## src/rtl/flowled_param.sv

```systemverilog
// Parametrised running-light controller: four LED patterns, selectable step rate,
// and start/pause/resume/stop driven by synchronised, edge-detected push buttons.
module flowled_param #(
    parameter int N_LED    = 8,
    parameter int TICK_DIV = 1048576,
    parameter int CNT_W    = 21
) (
    input  logic             clk,
    input  logic             reset,
    input  logic             start,
    input  logic             stop,
    input  logic [1:0]       mode,
    input  logic [1:0]       speed,
    output logic [N_LED-1:0] cled,
    output logic             running,
    output logic             step_pulse
);

    localparam logic [1:0] IDLE  = 2'd0;
    localparam logic [1:0] RUN   = 2'd1;
    localparam logic [1:0] PAUSE = 2'd2;

    localparam logic [CNT_W:0]   TICK    = (CNT_W+1)'(TICK_DIV);
    localparam logic [N_LED-1:0] LSB_ONE = N_LED'(1);
    localparam logic [N_LED-1:0] MSB_ONE = {1'b1, {(N_LED-1){1'b0}}};

    logic             start_p0, start_p1, start_p2;
    logic             stop_p0, stop_p1, stop_p2;
    logic             start_edge, stop_edge;
    logic [1:0]       state;
    logic [1:0]       mode_q;
    logic             dir_up;
    logic [CNT_W-1:0] div_cnt;
    logic [CNT_W-1:0] per_m1;
    logic [CNT_W:0]   shifted;
    logic [N_LED:0]   nxt;

    // Returns {direction, next pattern}; direction doubles as the fill/drain phase in mode 3.
    function automatic logic [N_LED:0] advance(input logic [1:0]       m,
                                               input logic [N_LED-1:0] cur,
                                               input logic             up);
        logic [N_LED:0] r;
        logic           fill_bit;
        r        = {up, cur};
        fill_bit = 1'b0;
        case (m)
            2'd0: r = {up, cur[N_LED-2:0], cur[N_LED-1]};
            2'd1: r = {up, cur[0], cur[N_LED-1:1]};
            2'd2: begin
                if ((up && !cur[N_LED-1]) || (!up && cur[0]))
                    r = {1'b1, cur << 1};
                else
                    r = {1'b0, cur >> 1};
            end
            default: begin
                fill_bit = up ? ~(&cur) : (cur == '0);
                r        = {fill_bit, cur[N_LED-2:0], fill_bit};
            end
        endcase
        return r;
    endfunction

    // Stage p0/p1: two-flop synchroniser; p2: delay flop for rising-edge detection.
    always_ff @(posedge clk or negedge reset) begin
        if (!reset) begin
            start_p0 <= 1'b0;
            start_p1 <= 1'b0;
            start_p2 <= 1'b0;
            stop_p0  <= 1'b0;
            stop_p1  <= 1'b0;
            stop_p2  <= 1'b0;
        end else begin
            start_p0 <= start;
            start_p1 <= start_p0;
            start_p2 <= start_p1;
            stop_p0  <= stop;
            stop_p1  <= stop_p0;
            stop_p2  <= stop_p1;
        end
    end

    assign start_edge = start_p1 & ~start_p2;
    assign stop_edge  = stop_p1 & ~stop_p2;

    // Step period minus one, never below zero so that P bottoms out at one clock.
    always_comb begin
        shifted = TICK >> speed;
        per_m1  = '0;
        if (shifted > (CNT_W+1)'(1))
            per_m1 = CNT_W'(shifted - (CNT_W+1)'(1));
    end

    assign nxt = advance(mode_q, cled, dir_up);

    always_ff @(posedge clk or negedge reset) begin
        if (!reset) begin
            state      <= IDLE;
            mode_q     <= 2'd0;
            dir_up     <= 1'b1;
            div_cnt    <= '0;
            cled       <= '0;
            running    <= 1'b0;
            step_pulse <= 1'b0;
        end else begin
            step_pulse <= 1'b0;
            case (state)
                IDLE: begin
                    if (start_edge && !stop_edge) begin
                        state   <= RUN;
                        running <= 1'b1;
                        mode_q  <= mode;
                        cled    <= (mode == 2'd1) ? MSB_ONE : LSB_ONE;
                        div_cnt <= '0;
                        dir_up  <= 1'b1;
                    end
                end
                RUN: begin
                    if (stop_edge) begin
                        state   <= IDLE;
                        running <= 1'b0;
                        cled    <= '0;
                        div_cnt <= '0;
                    end else if (start_edge) begin
                        state   <= PAUSE;
                        running <= 1'b0;
                    end else if (div_cnt >= per_m1) begin
                        div_cnt    <= '0;
                        cled       <= nxt[N_LED-1:0];
                        dir_up     <= nxt[N_LED];
                        step_pulse <= 1'b1;
                    end else begin
                        div_cnt <= div_cnt + CNT_W'(1);
                    end
                end
                PAUSE: begin
                    if (stop_edge) begin
                        state   <= IDLE;
                        running <= 1'b0;
                        cled    <= '0;
                        div_cnt <= '0;
                    end else if (start_edge) begin
                        state   <= RUN;
                        running <= 1'b1;
                    end
                end
                default: begin
                    state   <= IDLE;
                    running <= 1'b0;
                    cled    <= '0;
                    div_cnt <= '0;
                end
            endcase
        end
    end

endmodule

```

## config.mk

```make
export PLATFORM = sky130hd
export DESIGN_NAME = flowled_param
export DESIGN_NICKNAME = d
export VERILOG_FILES = /design/src/rtl/flowled_param.sv
export SDC_FILE = /design/constraint.sdc
export NUM_CORES = 1
export LEC_CHECK = 0
export ABC_AREA = 0
export CAP_MARGIN = 20
export CORE_ASPECT_RATIO = 1.4
export CORE_MARGIN = 8
export CORE_UTILIZATION = 58
export DETAILED_ROUTE_END_ITERATION = 12
export GPL_TIMING_DRIVEN = 0
export PLACE_DENSITY = 0.89
export REMOVE_ABC_BUFFERS = 1
export SETUP_SLACK_MARGIN = 0.4
export SLEW_MARGIN = 10
export SYNTH_ARGS = -nofsm -noshare
export SYNTH_HDL_FRONTEND = slang
export SYNTH_SLANG_ARGS = --single-unit
export TNS_END_PERCENT = 5
```

## constraint.sdc

```tcl
create_clock -name clk -period 2.65 [get_ports clk]
set_clock_uncertainty 0.2 [all_clocks]
set_input_delay 0.53 -clock clk [delete_from_list [all_inputs] [get_ports clk]]
set_output_delay 0.53 -clock clk [all_outputs]
set_load 0.02 [all_outputs]
```

# After elaboration in Yosys (flattened, before gate mapping)
# Index checks and enable logic that the tools add are counted.
[word_totals]
n_memories = 0
rom_bits = 0
mem_bits_rw = 0
register_bits = 42
latchBits = 0
word_cells = 93
[op_classes]
div_mod_pow = 0
n_mul = 0
mux = 37
n_eq_ne = 16
n_reduce_logical = 17
magnitude_cmp = 2
n_addsub = 2
shifts = 1
bitwise_logic = 5
[op_table]
columns = ["op", "count"]
rows = [
  ["$mux 21", 6],
  ["$pmux 21 s3", 1],
  ["$mux 8", 6],
  ["$pmux 9 s3", 1],
  ["$pmux 8 s3", 1],
  ["$gt 22x1->1 const B", 1],
  ["$shr 21x2->22 const A", 1],
  ["$add 21x1->21 const B", 1],
  ["$ge 21x21->1", 1],
  ["$sub 21x1->21 const B", 1],
  ["$ne 2x2->1 const B", 7],
  ["$mux 1", 13],
  ["$ne 3x3->1 const B", 4],
  ["$mux 2", 5],
  ["$mux 9", 1],
  ["$logic_not 8->1", 1],
  ["$reduce_and 8->1", 1],
  ["$reduce_and 7->1", 1],
  ["$eq 2x1->1 const B", 3],
  ["$pmux 2 s3", 1],
  ["$reduce_and 3->1", 2],
  ["$eq 2x2->1 const B", 2],
  ["$logic_not 2->1", 2],
  ["$reduce_and 4->1", 1],
  ["9 further kinds", 16],
]

# Longest topological paths before layout
# Gate-level depths: netlist of the first run.
[depth]
ltp_word = 9
depth_mapped = 9
ltp_nobuf = 7

# Least setup slack after synthesis of the first run
# Ideal clock, no wire load.
[synth_timing]
path_type = "input port to flip-flop"
start = "in speed[1]"
end = "reg cled[0]"
stages = 7
n_path_buf = 0
setup_ns = 0.125
setup_slack_ns = 0.148
arrival_time_ns = 2.177
required_ns = 2.325
path_cell_list = "or2_2 -> ha_1 -> nand4_1 -> nor3_1 -> a211oi_2 -> a21oi_4 -> mux2_2"
[synth_via]
elab_chain_len = 6
word_cells_on_any_way = 7
[synth_lines]
columns = ["element", "line", "rtl"]
rows = [
  ["from (decl)", "13", "input logic [1:0] speed,"],
  ["$shr 21x2->22 *", "87", "shifted = TICK >> speed;"],
  ["$sub 21x1->21 / $gt 22x1->1 (equally long branches)", "90, 89", ""],
  ["$mux 21 *", "89", "if (shifted > (CNT_W+1)'(1))"],
  ["$ge 21x21->1 *", "126", "end else if (div_cnt >= per_m1) begin"],
  ["$ne 3x3->1 (no source line) *", "n/a", ""],
  ["$reduce_and 4->1 (no source line) *", "n/a", ""],
  ["to (signal assigned)", "112", "cled <= (mode == 2'd1) ? MSB_ONE : LSB_ONE;"],
  ["to (signal assigned)", "128", "cled <= nxt[N_LED-1:0];"],
  ["to (decl)", "14", "output logic [N_LED-1:0] cled,"],
]
# Every way passes the cells marked *; elsewhere a longest branch is shown, timed or not.
# A chain may end at the register's enable or synchronous reset.

# Worst setup path in the final report of the first run
[layout_timing]
start = "in speed[0]"
end = "reg div_cnt[1]"
[layout_via]
elab_chain_len = 8
word_cells_on_any_way = 9
[layout_lines]
columns = ["element", "line", "rtl"]
rows = [
  ["$shr 21x2->22 *", "87", ""],
  ["$sub 21x1->21 / $gt 22x1->1 (equally long branches)", "90, 89", ""],
  ["$mux 21 *", "89", ""],
  ["$ge 21x21->1 *", "126", ""],
  ["$mux 21 *", "126", ""],
  ["$mux 21 *", "123", "end else if (start_edge) begin"],
  ["$mux 21 *", "118", "if (stop_edge) begin"],
  ["$pmux 21 s3 *", "106", "case (state)"],
  ["to (signal assigned)", "132", "div_cnt <= div_cnt + CNT_W'(1);"],
  ["to (decl)", "33", "logic [CNT_W-1:0] div_cnt;"],
]
# Every way passes the cells marked *; elsewhere a longest branch is shown, timed or not. The select of a mux whose other input is x is not followed.

==> summary.txt, run 1 <==
Route
  • Drt pass-1 iters: 4
  • Routed met2 length: 3.201 mm
  • WL per Instance: 19.16 µm
  • Via count: 2026
  • DR iter-0 viols: 189
  • Post-route DRC violation count: 0
  • Remaining antenna violation count after routing: 0
  • Met3 routed WL: 349 µm
  • Final WL: 5.960 mm
  • Via density: 6.514
  • Top layer in use: met4
  • Met1 WL: 2.176 mm

STA
  • RSZ-0062 raised after global routing: yes
  • Post-Route Setup TNS: 0 ns
  • Max Clock Freq: 0.4122 GHz
  • Hold Vio Cnt, Final: 0
  • Max-slew violation count: 0
  • Slew HR: 0.6483
  • Final worst path period share: 0.9155
  • Setup violators final: 0
  • PnR worst setup slack: 0.2240 ns
  • Post-layout min period: 2.426 ns
  • Worst-margin pin slew: 0.5173 ns

Layout
  • Nets@finish: 280
  • Cell Count, Final, Fillers Out: 311
  • Layout area overhead: 21.47%
  • FF+latch area: 1055 µm²
  • ANT cells: 0
  • Filler cells: 246
  • Area of the multi-input gates: 1336 µm²
  • Layout cell share with drive strength beyond 1: 0.2090

Power and ir drop
  • Static Leak: 1.169 nW
  • VDD IR max: 0.5710 mV
  • Pwr dens: 605.1 nW/µm²
  • Pwr Total: 1.747 mW

Job
  • Max Cap Violations: 0

Worst setup path
  • CP Data Required Time: 2.64 ns
  • CP bufs+invs: 4
  • Setup Crit Path Kind: primary input to register
  • CP Launch Type: primary input
  • Crit path cell chain: buf_6, or2_4, ha_4, a21oi_2, a21boi_2, a211oi_2, buf_4, buf_4, buf_4, nand3_1, o21ai_0
  • CP max FO: 5
  • Worst Setup EP: div_cnt[1]
  • Worst path max stage delay: 0.28 ns
  • Crit. Startpoint: speed[0]
  • R2R Setup Slk: 0.30 ns
  • Reg2reg end: div_cnt[1]
  • Worst Setup End Kind: register
  • Reg2reg path depth: 9
  • Most used cell, CP: buf_4
  • CP Depth: 11
  • FF-to-FF Start: div_cnt[0]
  • Slowest stage cell, crit path: o21ai_0
  • Largest delay contributor family on the critical path: compound AO/OA/AOI/OAI gates
  • Crit path DAT: 2.42 ns

CTS
  • Clock transition at the registers of the reported paths: 0.09 ns
  • Clock root cell: clkbuf_8
  • CTS tree: yes
  • Skew-Pair Late Insertion Delay: 0.30 ns
  • Total clock sinks: 42
  • CTS H-tree lvls: 2
  • CTS Buffer Depth: 2
  • CTS buffer count: 5

Synth
  • Async SR Flop Fraction: 1.000
  • Largest family of logic cells by synthesized area: simple AND/OR/NAND/NOR gates
  • Mapped Cells: 241
  • Area leader, netlist: dfrtp_1
  • Count of cell types in the netlist: 50
  • Top FF cell, synth: dfrtp_1
  • Simple-gate area share of the yosys netlist: 0.2442
  • Synth top area share: 0.4316
  • Post-synthesis sequential area ratio: 0.4426
  • EDFF count, synth: 0
  • Adder-Cell Fraction of Synth Area: 0.02632
  • Yosys warnings: 0
  • Synthesized flop and latch total: 42
  • Compound-Gate Fraction of Synth Area: 0.1179
  • Post-synthesis mux area share: 0.08263
  • Most frequent cell after synthesis: dfrtp_1
  • Mapped Area: 2377 µm²
  • Synth area leaders: dfrtp_1, mux2_2, a21oi_1
  • Synth Area in XOR/XNOR: 0.04421
  • Top post-synthesis cells by count: dfrtp_1, nand2_1, a21oi_1
  • Avg Synthesized Cell Area: 9.864 µm²

Placement
  • Pre-CTS setup slack: -0.8595 ns
  • Placed Cells: 292
  • DP HPWL: 3.360 mm
  • RePlAce Congestion: 0.8120
  • Port Buf Inserts: 17

Die
  • Ports: 18
  • Core area: 3953 µm²
  • Initial Util: 0.6015
  • Die area: 6433 µm²
  • Die Ht: 91.75 µm
  • FP Rows: 27
  • Width of the die: 70.11 µm

Global routing
  • Gr usage total: 0.1850
  • Vias in the first global route: 2104
  • Global-route wire length before repair: 9.915 mm
  • Grt ovf: 0
  • Largest net degree at the start of global routing: 27
  • Antenna violations before repair: 0

Run status
  • Outcome: completed

Hold path
  • Tightest Hold Check Type: register to register
==> worst min-delay path by stage <==
| stage | startpoint | endpoint | slack (ns) | depth (start not counted) |
|---|---|---|---|---|
| final | start_p0 | start_p1 | 0.15 | 0 |
| after global placement | start_p0 | start_p1 | 0.14 | 0 |
| after CTS | start_p0 | start_p1 | 0.16 | 0 |
| after floorplan | reset | cled[0] | 0.03 | 0 |
| after global routing | start_p0 | start_p1 | 0.17 | 0 |
| after detailed placement | start_p0 | start_p1 | 0.14 | 0 |
==> logic make-up (layout without fill, tap and decap cells) <==
kind of cell,count (synthesis),in the layout
AO/OA/AOI/OAI,44,45
XOR/XNOR,12,12
adder cells (fa/ha/maj),5,5
buffers and inverters,15,41
flip-flops,42,42
multiplexers,18,18
other,1,1
AND/OR/NAND/NOR,104,104
==> area by class of cell <==
cell class	count	area share
Timing Repair Buffer	28	0.1075
Multi-Input combinational cell	185	0.4627
Sequential cell	42	0.3653
Inverter	5	0.006499
Clock buffer	5	0.02383
Clock inverter	3	0.01560
Tap cell	43	0.01863
==> report_power, final <==
| part | internal (mW) | switching (mW) |
|---|---|---|
| Sequential | 0.685 | 0.0826 |
| Clock | 0.280 | 0.236 |
| Combinational | 0.229 | 0.235 |
==> sequential cells by signal (all words and copies together), names as in the netlist <==
| name | cells |
|---|---|
| state | 2 |
| start_p1 | 1 |
| mode_q | 2 |
| stop_p0 | 1 |
| running | 1 |
| div_cnt | 21 |
| step_pulse | 1 |
| cled | 8 |
| stop_p1 | 1 |
| stop_p2 | 1 |
| start_p2 | 1 |
| start_p0 | 1 |
| dir_up | 1 |
==> through the flow <==
step | util | cell area (µm²) | hold slack [ns]
final | 0.7306 | 2888 | 0.1526
after global placement | 0.6385 | 2524 | 0.1350
after global routing | 0.7306 | 2888 | 0.1719
after floorplan | - | 2300 | 0.03441
after detailed placement | 0.6423 | 2539 | 0.1365
after CTS | 0.7157 | 2829 | 0.1554
==> routing by layer <==
metal  vias up  track usage
li1        930            -
met1      1003       0.1971
met2        70       0.3270
met3        23      0.05070
met4         0      0.09076
met5         -            0
==> placed cells by master (no fill, tap or decap), drive strengths merged, types with 2 or more instances in the layout <==
cell	instances
dfrtp	41
a21oi	21
nand2	20
nor2	16
clkdlybuf4s50	14
nand3	13
buf	13
nand4	12
o21ai	11
nor4	11
mux2	10
xnor2	8
mux2i	8
or3	6
inv	5
clkbuf	5
nor3	5
ha	5
xor2	4
nand2b	3
or2	3
nor3b	3
nor2b	3
a21boi	3
and2	2
and3	2
clkinvlp	2
==> what timing repair did <==
item / CTS / global route
cloned: 2 / 0
endpoints found under the hold margin: 16 / 0
pin swaps: 6 / 3
resized for setup: 26 / 7
setup buffers: 5 / 3
setup endpoints to repair: 31 / 30
hold buffers: 1 / 0
No activity file was read; power rests on OpenSTA's default activity.
==> run 2, diff against run 1 <==
Settings changed: PLACE_DENSITY 0.89 to 0.88.
==> summary.txt, run 2 (same netlist as run 1, synthesis figures left out) <==
Layout
  • Commonest non-fill, non-tap cells in the layout: dfrtp_1, nand2_1, a21oi_1, nor2_1, clkdlybuf4s50_1
  • Number of flip-flops in the largest register: 21 (unchanged)
  • Nets@finish: 278 (-0.71%)
  • Layout area overhead: 18.68%
  • Layout cell share with drive strength beyond 1: 0.1917 (-0.01723)
  • Most flop-heavy register: div_cnt
  • ANT cells: 0 (unchanged)
  • Biggest regs: div_cnt: 21 flops, cled: 8 flops
  • Commonest non-fill, non-tap cell in the layout: dfrtp_1

STA
  • Final hold slack: -0.01649 ns (-0.1691 ns)
  • Post-layout min period: 2.238 ns (-0.1885 ns)
  • Hold Vio Cnt, Final: 19 (+19)
  • PnR worst setup slack: 0.4125 ns (+0.1885 ns)
  • Worst-margin pin slew: 0.5814 ns (+0.06411 ns)
  • Slew HR: 0.6088 (-0.03949)
  • Final worst path period share: 0.8443 (-0.07114)
  • Max-slew violation count: 0 (unchanged)
  • Max Clock Freq: 0.4469 GHz (+8.4%)
  • RSZ-0062 raised after global routing: yes
  • Setup violators final: 0 (unchanged)

CTS
  • Clock root cell: clkbuf_8
  • Cts-stage hold buffer count: 0 (-1)
  • CTS Buffer Depth: 2 (unchanged)
  • CTS tree: yes
  • CTS H-tree lvls: 2 (unchanged)
  • Clock transition at the registers of the reported paths: 0.08 ns (about the same)
  • CTS buffer count: 5 (unchanged)
  • Total clock sinks: 42 (unchanged)
  • Skew-Pair Late Insertion Delay: 0.30 ns (about the same)

Die
  • Initial Util: 0.6015 (unchanged)
  • Core area: 3953 µm² (unchanged)
  • Width of the die: 70.11 µm (unchanged)
  • FP Rows: 27 (unchanged)
  • Die Ht: 91.75 µm (unchanged)
  • Die area: 6433 µm² (unchanged)
  • Ports: 18 (unchanged)

Worst setup path
  • Crit. Startpoint: speed[0]
  • Reg2reg path depth: 5 (-4)
  • CP max FO: 5 (unchanged)
  • CP Data Required Time: 2.64 ns (about the same)
  • Slowest stage cell, crit path: mux2_4
  • Worst path max stage delay: 0.34 ns (+0.06 ns)
  • R2R Setup Slk: 0.46 ns (+0.16 ns)
  • Reg2reg end: div_cnt[12]
  • CP Launch Type: primary input
  • Crit path DAT: 2.23 ns (-0.19 ns)
  • Crit path cell chain: buf_6, or2_4, ha_4, nand4_1, nor3_2, a211oi_2, buf_4, a21oi_4, mux2_4
  • Worst Setup EP: cled[6]
  • Worst Setup End Kind: register
  • FF-to-FF Start: start_p2
  • Setup Crit Path Kind: primary input to register

Power and ir drop
  • VDD IR max: 0.4864 mV (-15%)
  • Static Leak: 1.150 nW (-1.6%)
  • Pwr dens: 596.3 nW/µm² (-1.5%)
  • Power Internal: 1.155 mW (-3.3%)
  • Logic pwr share: 0.244 (-0.022)
  • Pwr Total: 1.682 mW (-3.7%)
  • Sw power: 0.5274 mW (-4.7%)
  • Clock Power Share: 0.301 (+0.006)
  • Switch share: 0.3135 (-0.003079)
  • Share of power burned in registers: 0.455 (+0.016)

Route
  • DR iter-0 viols: 172 (-9.0%)
  • Post-route DRC violation count: 0 (unchanged)
  • Remaining antenna violation count after routing: 0 (unchanged)
  • WL per Instance: 17.80 µm (-7.1%)
  • Via count: 1989 (-1.8%)
  • Via density: 6.437 (-1.2%)
  • Drt pass-1 iters: 5 (+1)
  • Final WL: 5.499 mm (-7.7%)

Global routing
  • Gr usage total: 0.1713 (-0.01374)
  • Grt ovf: 0 (unchanged)
  • Most Crowded Layer GR: met2
  • Antenna violations before repair: 0 (unchanged)
  • Largest net degree at the start of global routing: 23 (-15%)
  • Met1 usage: 0.1895 (-0.007551)
  • GRT met2 Usage: 0.2934 (-0.03361)
  • Met3 Use GR: 0.04854 (-0.002157)
  • Vias in the first global route: 1954 (-7.1%)
  • Global-route wire length before repair: 9.177 mm (-7.4%)

Placement
  • Port Buf Inserts: 17 (unchanged)
  • Pre-CTS setup slack: -0.8586 ns (+0.0008740 ns)
  • RePlAce Congestion: 0.8102 (-0.22%)
  • DP HPWL: 3.284 mm (-2.2%)

Run status
  • Violated checks: hold timing
  • Outcome: finished, violations left

Job
  • Max Cap Violations: 0 (unchanged)

Hold path
  • Tightest Hold Check Type: primary input to async pin
run 2: critical path: cells and delay by family:
family,cells,cell delay [ns]
AO/OA/AOI/OAI,2,0.35
adder cells (fa/ha/maj),1,0.27
buffers and inverters,2,0.26
multiplexers,1,0.34
AND/OR/NAND/NOR,3,0.48
run 2: per-layer routing:
layer / vias to the layer above / wire (µm) / part of all wire
met3: 13 / 281 / 0.051
met4: 0 / 119 / 0.022
met1: 975 / 2140 / 0.39
met2: 67 / 2957 / 0.54
li1: 934 / - / -
met5: - / 0 / 0
run 2: power groups by stage:
stage,Combinational [mW],Sequential (mW),Clock [mW]
final,0.410,0.766,0.507
after global routing,0.443,0.774,0.542
after CTS,0.387,0.763,0.507
after detailed placement,0.356,0.775,0
after global placement,0.343,0.772,0
after floorplan,0.213,0.783,0
run 2: worst min path at each step:
| stage | start | to | cells after the start |
|---|---|---|---|
| global placement | start_p0 | start_p1 | 0 |
| detailed placement | start_p0 | start_p1 | 0 |
| CTS | reset | stop_p0 | 1 |
| global route | reset | stop_p0 | 1 |
| finish | reset | stop_p0 | 1 |
| floorplan | reset | cled[0] | 0 |
run 2: timing repair:
item / 4_1_cts / 5_1_grt
pin swaps: 6 / 3
gates resized for setup: 22 / 4
gates cloned: 2 / 0
setup endpoints to repair: 31 / 27
buffers inserted: 4 / 3
run 2: layout make-up:
cell class	instances	area, µm²
Sequential cell	42	1054
Clock buffer	5	68.82
Multi-Input combinational cell	186	1326
Inverter	5	18.77
Tap cell	43	53.80
Timing Repair Buffer	25	260.3
Clock inverter	3	40.04
Fill cell	263	1131
run 2: per-stage QoR:
step                      hold slack [ns]  setup TNS [ns]  cells  area, µm²  utilization
after floorplan                   0.03441         -0.6379    231       2300            -
after global placement             0.1346          -26.14    291       2524       0.6385
after detailed placement           0.1355          -18.57    292       2546       0.6442
after CTS                        0.002199               0    306       2771       0.7012
after global routing              0.01033               0    309       2821       0.7138
final                            -0.01649               0    309       2821       0.7138
==> RTL change 1, RTL diff (flow settings as in run 2) <==
The parameter `CNT_W` goes from 21 to 29.
--- a/src/rtl/flowled_param.sv
+++ b/src/rtl/flowled_param.sv
@@ -3,7 +3,7 @@
 module flowled_param #(
     parameter int N_LED    = 8,
     parameter int TICK_DIV = 1048576,
-    parameter int CNT_W    = 21
+    parameter int CNT_W    = 29
 ) (
     input  logic             clk,
     input  logic             reset,
Formal check against the unedited RTL: no difference found for any inputs over 10 cycles, from zero or initial values and one cycle with reset low; that may be too few to reach the edited logic, so the function may still have changed.
==> RTL change 1 against run 2 <==
Via count increased by 27%; the flow finishes with violations (negative setup slack); total power increased by 6.0%; synthesized area increased by 18%; clock power decreased by 8.9%; first-iteration DRC count increased by 16%; worst setup slack got worse by 0.62 ns; cell area increased by 19%; maximum frequency decreased by 22%; sequential share of layout area decreased by 0.15 points; routed wire length increased by 23%; sequential cell count increased by 8; non-clock buffer count increased by 3; global-route usage increased by 1.6 points.
==> RTL change 1: results (changes against run 2) <==
status complete, but fails checks (unchanged); failing checks negative setup slack (was negative hold slack); area fraction of the dominant cell type after synthesis 0.4387 (was 0.4316); Non-clock buffers 28 (was 25); setup_tns -4.110 ns (was 0 ns); layout cells sized above 1 0.1672 (was 0.1917); clock-net power 462 uW (was 507 uW); final RePlAce weighted congestion 0.8449 (was 0.8102); ANT cells 0 (unchanged); static leakage power 1.366 nW (was 1.150 nW); average wire per standard cell 17.20 um (was 17.80 um); via count 2529 (was 1989); highest net fanout along the worst path 4 (was 5); dpl cells 376 (was 292); met1 Usage GRT 0.2138 (was 0.1895); worst flop-to-flop path endpoint div_cnt[25] (was div_cnt[12]); Post-synth top cells dfrtp_1 (49), nand2_1 (35), nor2_1 (24) (was dfrtp_1 (41), nand2_1 (20), a21oi_1 (19)); reported net switching power 576.0 uW (was 527.4 uW); worst stage delay on the critical path 0.42 ns (was 0.34 ns); R2R Setup Slk -0.05 ns (was 0.46 ns); pin count of the biggest net entering global routing 37 (was 23); grt met3 use 0.03385 (was 0.04854); P_comb 450 uW (was 410 uW); DR pass1 iterations 4 (was 5); Seq/Total Area, Yosys 0.4481 (was 0.4426); Iteration-0 DRC Markers 200 (was 172); seq_cells 50 (was 42); Largest regs div_cnt x29, cled x8 (was div_cnt x21, cled x8); Min-Delay Path Class reg -> reg (was in -> async); Worst R2R Start state[0] (was start_p2); Yosys cell types 52 (was 50); WL met1 2643 um (was 2140 um); met2 Resource Use GR 0.3118 (was 0.2934); Total Routing Usage GR 0.1870 (was 0.1713); Least-Margin Pin Slew 0.8334 ns (was 0.5814 ns); Setup crit end div_cnt[5] (was cled[6]); Logic inverters 9 (was 5); Final #Nets 342 (was 278); Layout non-clock buf frac 0.08470 (was 0.09224); clock buffers 6 (was 5); setup ws final -0.2078 ns (was 0.4125 ns); Layout clock area frac 0.02823 (was 0.03858); synth top area cells dfrtp_1 (44%), o31ai_1 (5.1%), nand2_1 (4.7%), nor2_1 (3.2%), mux2i_1 (2.9%) (was dfrtp_1 (43%), mux2_2 (4.7%), a21oi_1 (4.0%), nand2_1 (3.2%), nand4_1 (3.2%)); hold slack 0.1485 ns (was -0.01649 ns); slowest CP cell or3_4 (was mux2_4); port buffer count 17 (unchanged); worst reg-to-reg path cell count 6 (was 5); fin cells 393 (was 309); Setup violations, final 36 (was 0); data arrival time of the critical path 2.90 ns (was 2.23 ns); met3 WL 352 um (was 281 um); worst vdd ir 0.3523 mV (was 0.4864 mV); max reg flops 29 (was 21); met2 WL 3509 um (was 2957 um); fraction of area in multi-input gates 0.4814 (was 0.4701); HPWL after DPL 4501 um (was 3284 um); register area 1252 um^2 (was 1054 um^2)
## RTL change 1: per-stage QoR
stage / power, mW / area [um^2] / setup WS [ns]
final: 1.783 / 3368 / -0.2078
after CTS: 1.783 / 3327 / -0.2127
after detailed placement: 1.281 / 3038 / -1.512
after floorplan: 1.123 / 2751 / -0.6719
after global routing: 1.874 / 3368 / -0.2907
after global placement: 1.253 / 3002 / -1.562
## RTL change 1: repair_timing
item                                   CTS  global route
resized for setup                       33             7
endpoints found under the hold margin   14             0
cloned                                   0             0
setup endpoints to repair               39            39
pin swaps                               26             6
hold buffers                             1             0
setup buffers                            7             1
## RTL change 1: cell families (layout without fill, tap and decap cells)
family | Yosys count | in the layout | synth area share
buf+inv | 20 | 45 | 0.02775
xor+xnor | 3 | 3 | 0.009402
mux | 9 | 9 | 0.03268
fa+ha+maj | 6 | 6 | 0.02686
compound gates | 79 | 79 | 0.1885
flops | 50 | 50 | 0.4481
simple gates | 137 | 137 | 0.2668
==> RTL change 2, RTL diff (settings of run 2) <==
Without the edit above. Register the output `cled` once more, without a reset; this adds one clock of latency there. The other outputs are not delayed to match.
--- a/src/rtl/flowled_param.sv
+++ b/src/rtl/flowled_param.sv
@@ -23,6 +23,8 @@
     localparam logic [CNT_W:0]   TICK    = (CNT_W+1)'(TICK_DIV);
     localparam logic [N_LED-1:0] LSB_ONE = N_LED'(1);
     localparam logic [N_LED-1:0] MSB_ONE = {1'b1, {(N_LED-1){1'b0}}};
+
+    logic [N_LED-1:0] cled_s0;
 
     logic             start_p0, start_p1, start_p2;
     logic             stop_p0, stop_p1, stop_p2;
@@ -90,7 +92,7 @@
             per_m1 = CNT_W'(shifted - (CNT_W+1)'(1));
     end
 
-    assign nxt = advance(mode_q, cled, dir_up);
+    assign nxt = advance(mode_q, cled_s0, dir_up);
 
     always_ff @(posedge clk or negedge reset) begin
         if (!reset) begin
@@ -98,7 +100,7 @@
             mode_q     <= 2'd0;
             dir_up     <= 1'b1;
             div_cnt    <= '0;
-            cled       <= '0;
+            cled_s0    <= '0;
             running    <= 1'b0;
             step_pulse <= 1'b0;
         end else begin
@@ -109,7 +111,7 @@
                         state   <= RUN;
                         running <= 1'b1;
                         mode_q  <= mode;
-                        cled    <= (mode == 2'd1) ? MSB_ONE : LSB_ONE;
+                        cled_s0 <= (mode == 2'd1) ? MSB_ONE : LSB_ONE;
                         div_cnt <= '0;
                         dir_up  <= 1'b1;
                     end
@@ -118,14 +120,14 @@
                     if (stop_edge) begin
                         state   <= IDLE;
                         running <= 1'b0;
-                        cled    <= '0;
+                        cled_s0 <= '0;
                         div_cnt <= '0;
                     end else if (start_edge) begin
                         state   <= PAUSE;
                         running <= 1'b0;
                     end else if (div_cnt >= per_m1) begin
                         div_cnt    <= '0;
-                        cled       <= nxt[N_LED-1:0];
+                        cled_s0    <= nxt[N_LED-1:0];
                         dir_up     <= nxt[N_LED];
                         step_pulse <= 1'b1;
                     end else begin
@@ -136,7 +138,7 @@
                     if (stop_edge) begin
                         state   <= IDLE;
                         running <= 1'b0;
-                        cled    <= '0;
+                        cled_s0 <= '0;
                         div_cnt <= '0;
                     end else if (start_edge) begin
                         state   <= RUN;
@@ -146,12 +148,16 @@
                 default: begin
                     state   <= IDLE;
                     running <= 1'b0;
-                    cled    <= '0;
+                    cled_s0 <= '0;
                     div_cnt <= '0;
                 end
             endcase
         end
     end
 
+    always_ff @(posedge clk) begin
+        cled <= cled_s0;
+    end
+
 endmodule
 
Check against the original RTL: not equivalent (Yosys sat finds a counterexample within 4 cycles, from zero or initial values and one cycle with reset low).
==> RTL change 2 against run 2 <==
Synthesized area increased by 5.1%; final cell count rose by 0.32%; critical path type unchanged; cell area rose by 5.4%; critical endpoint is now cled_s0[7]; sequential cell count rose by 8; worst setup slack got worse by 0.17 ns; routed wire length shrank 4.6%; core utilization hardly changed; total power rose by 10%; count of clock-buffer cells in the layout up 1; largest cell class unchanged.
==> RTL change 2: results (changes against run 2) <==
Iteration-0 DRC Markers 160 (was 172); depth of the CTS H-tree 2 (unchanged); Final #Nets 277 (was 278); layout cells sized above 1 0.1774 (was 0.1917); Worst Hold Path EP start_p1; Min-Delay Path Class reg -> reg (was in -> async); worst flop-to-flop path endpoint cled_s0[7] (was div_cnt[12]); first-pass GRT wire length 9052 um (was 9177 um); ANT cells 0 (unchanged); worst vdd ir 0.3975 mV (was 0.4864 mV); static leakage power 1.220 nW (was 1.150 nW); data arrival time of the critical path 2.39 ns (was 2.23 ns); Largest regs div_cnt x21, cled x8, cled_s0 x8 (was div_cnt x21, cled x8); status finished, final reports clean (was complete, but fails checks); Async SR Flop Fraction 0.8400 (was 1.000); xor/xnor share of the synthesized area 0.06660 (was 0.04421); Max Buffers Root-to-Sink 2 (unchanged); port buffer count 17 (unchanged); Worst-Skew Late Latency 0.31 ns; HPWL after DPL 3247 um (was 3284 um); Worst R2R Start start_p2 (unchanged); CTS Root Buffer Type clkbuf_8 (unchanged); hold path cells 0; final RePlAce weighted congestion 0.8082 (was 0.8102); initial antenna violation count 0 (unchanged); Total Routing Usage GR 0.1660 (was 0.1713); critical hold path startpoint start_p0; total CTS buffers 5 (unchanged); mux cell area share after synthesis 0.07862 (was 0.08263); Least-Margin Pin Slew 0.7958 ns (was 0.5814 ns); CTS clk-pin slew, worst paths 0.08 ns (about the same); Ys Warns 0 (unchanged); Post-synth top cells dfrtp_1 (41), nor2_1 (24), nand2_1 (21) (was dfrtp_1 (41), nand2_1 (20), a21oi_1 (19)); pin count of the biggest net entering global routing 29 (was 23); WL final 5245 um (was 5499 um); Yosys cell types 49 (was 50); Seq/Total Area, Yosys 0.4852 (was 0.4426); adder-cell area share of the yosys netlist 0.02504 (was 0.02632); worst reg-to-reg path cell count 7 (was 5); placed instance area 2680 um^2 (was 2546 um^2); highest net fanout along the worst path 5 (unchanged); Compound-Gate Fraction of Synth Area 0.07211 (was 0.1179); hold slack 0.1549 ns (was -0.01649 ns); R2R Setup Slk 0.26 ns (was 0.46 ns); DR pass1 iterations 4 (was 5); via count 1904 (was 1989); synth top area cells dfrtp_1 (41%), xnor2_1 (6.7%), dfxtp_1 (6.4%), nor4_1 (4.0%), mux2_2 (3.6%) (was dfrtp_1 (43%), mux2_2 (4.7%), a21oi_1 (4.0%), nand2_1 (3.2%), nand4_1 (3.2%)); Synth Flop Type dfrtp_1 (unchanged)
[RTL change 2: kinds of logic (layout without fill, tap and decap cells)]
logic type      count (synthesis)  count (layout)
flops                          50              50
fa+ha+maj                       5               5
xor+xnor                       19              19
compound gates                 25              26
buf+inv                        15              37
other cells                     1               1
mux                            18              18
simple gates                  109             109
[RTL change 2: cell type report]
type | instances | area, um^2
Clock inverter | 2 | 10.01
Inverter | 1 | 3.754
Tap cell | 45 | 56.30
Sequential cell | 50 | 1212
Fill cell | 277 | 1195
Timing Repair Buffer | 28 | 309.0
Multi-Input combinational cell | 178 | 1289
Clock buffer | 6 | 93.84
[RTL change 2: worst max path at each step]
stage	start	end
2_1_floorplan	speed[1]	cled_s0[0]
3_3_place_gp	speed[1]	cled_s0[1]
3_5_place_dp	speed[1]	cled_s0[0]
4_1_cts	speed[0]	cled_s0[0]
5_1_grt	speed[0]	cled_s0[7]
6_report	speed[0]	cled_s0[7]
[RTL change 2: through the flow]
stage          setup WS, ns  TNS (ns)    util  cells
2_1_floorplan       -0.1684    -1.304       -    228
4_1_cts              0.2586         0  0.7134    310
6_report             0.2460         0  0.7134    310
5_1_grt              0.1731         0  0.7134    310
3_5_place_dp        -0.9495    -21.10  0.6429    292
3_3_place_gp        -0.8751    -27.50  0.6357    290
[RTL change 2: metal layers]
metal	routed length [um]	GRT usage
met2	2669	0.2921
met5	0	0
met3	241	0.03205
met1	2239	0.1971
met4	95	0.05470
[RTL change 2: where the power goes]
group,internal [mW],leakage [nW],switching [mW],total [mW]
Combinational,0.232,0.542,0.227,0.459
Clock,0.240,0.0561,0.250,0.490
Sequential,0.823,0.622,0.0854,0.909
Total,1.30,1.22,0.563,1.86
[RTL change 2: critical path, stage by stage]
cell	delay, ns
buf_6	0.09
or2_4	0.24
ha_4	0.27
and4_1	0.18
o211ai_1	0.11
o211a_4	0.27
a21oi_4	0.16
buf_6	0.13
buf_16	0.11
mux2_4	0.29
[RTL change 2: repair_timing]
action | in CTS | in global routing
gates resized for setup | 28 | 0
hold endpoints to repair | 14 | 0
gates cloned | 2 | 0
endpoints found under the setup margin | 31 | 28
pin swaps | 5 | 1
hold buffers | 1 | 0
setup buffers | 7 | 0
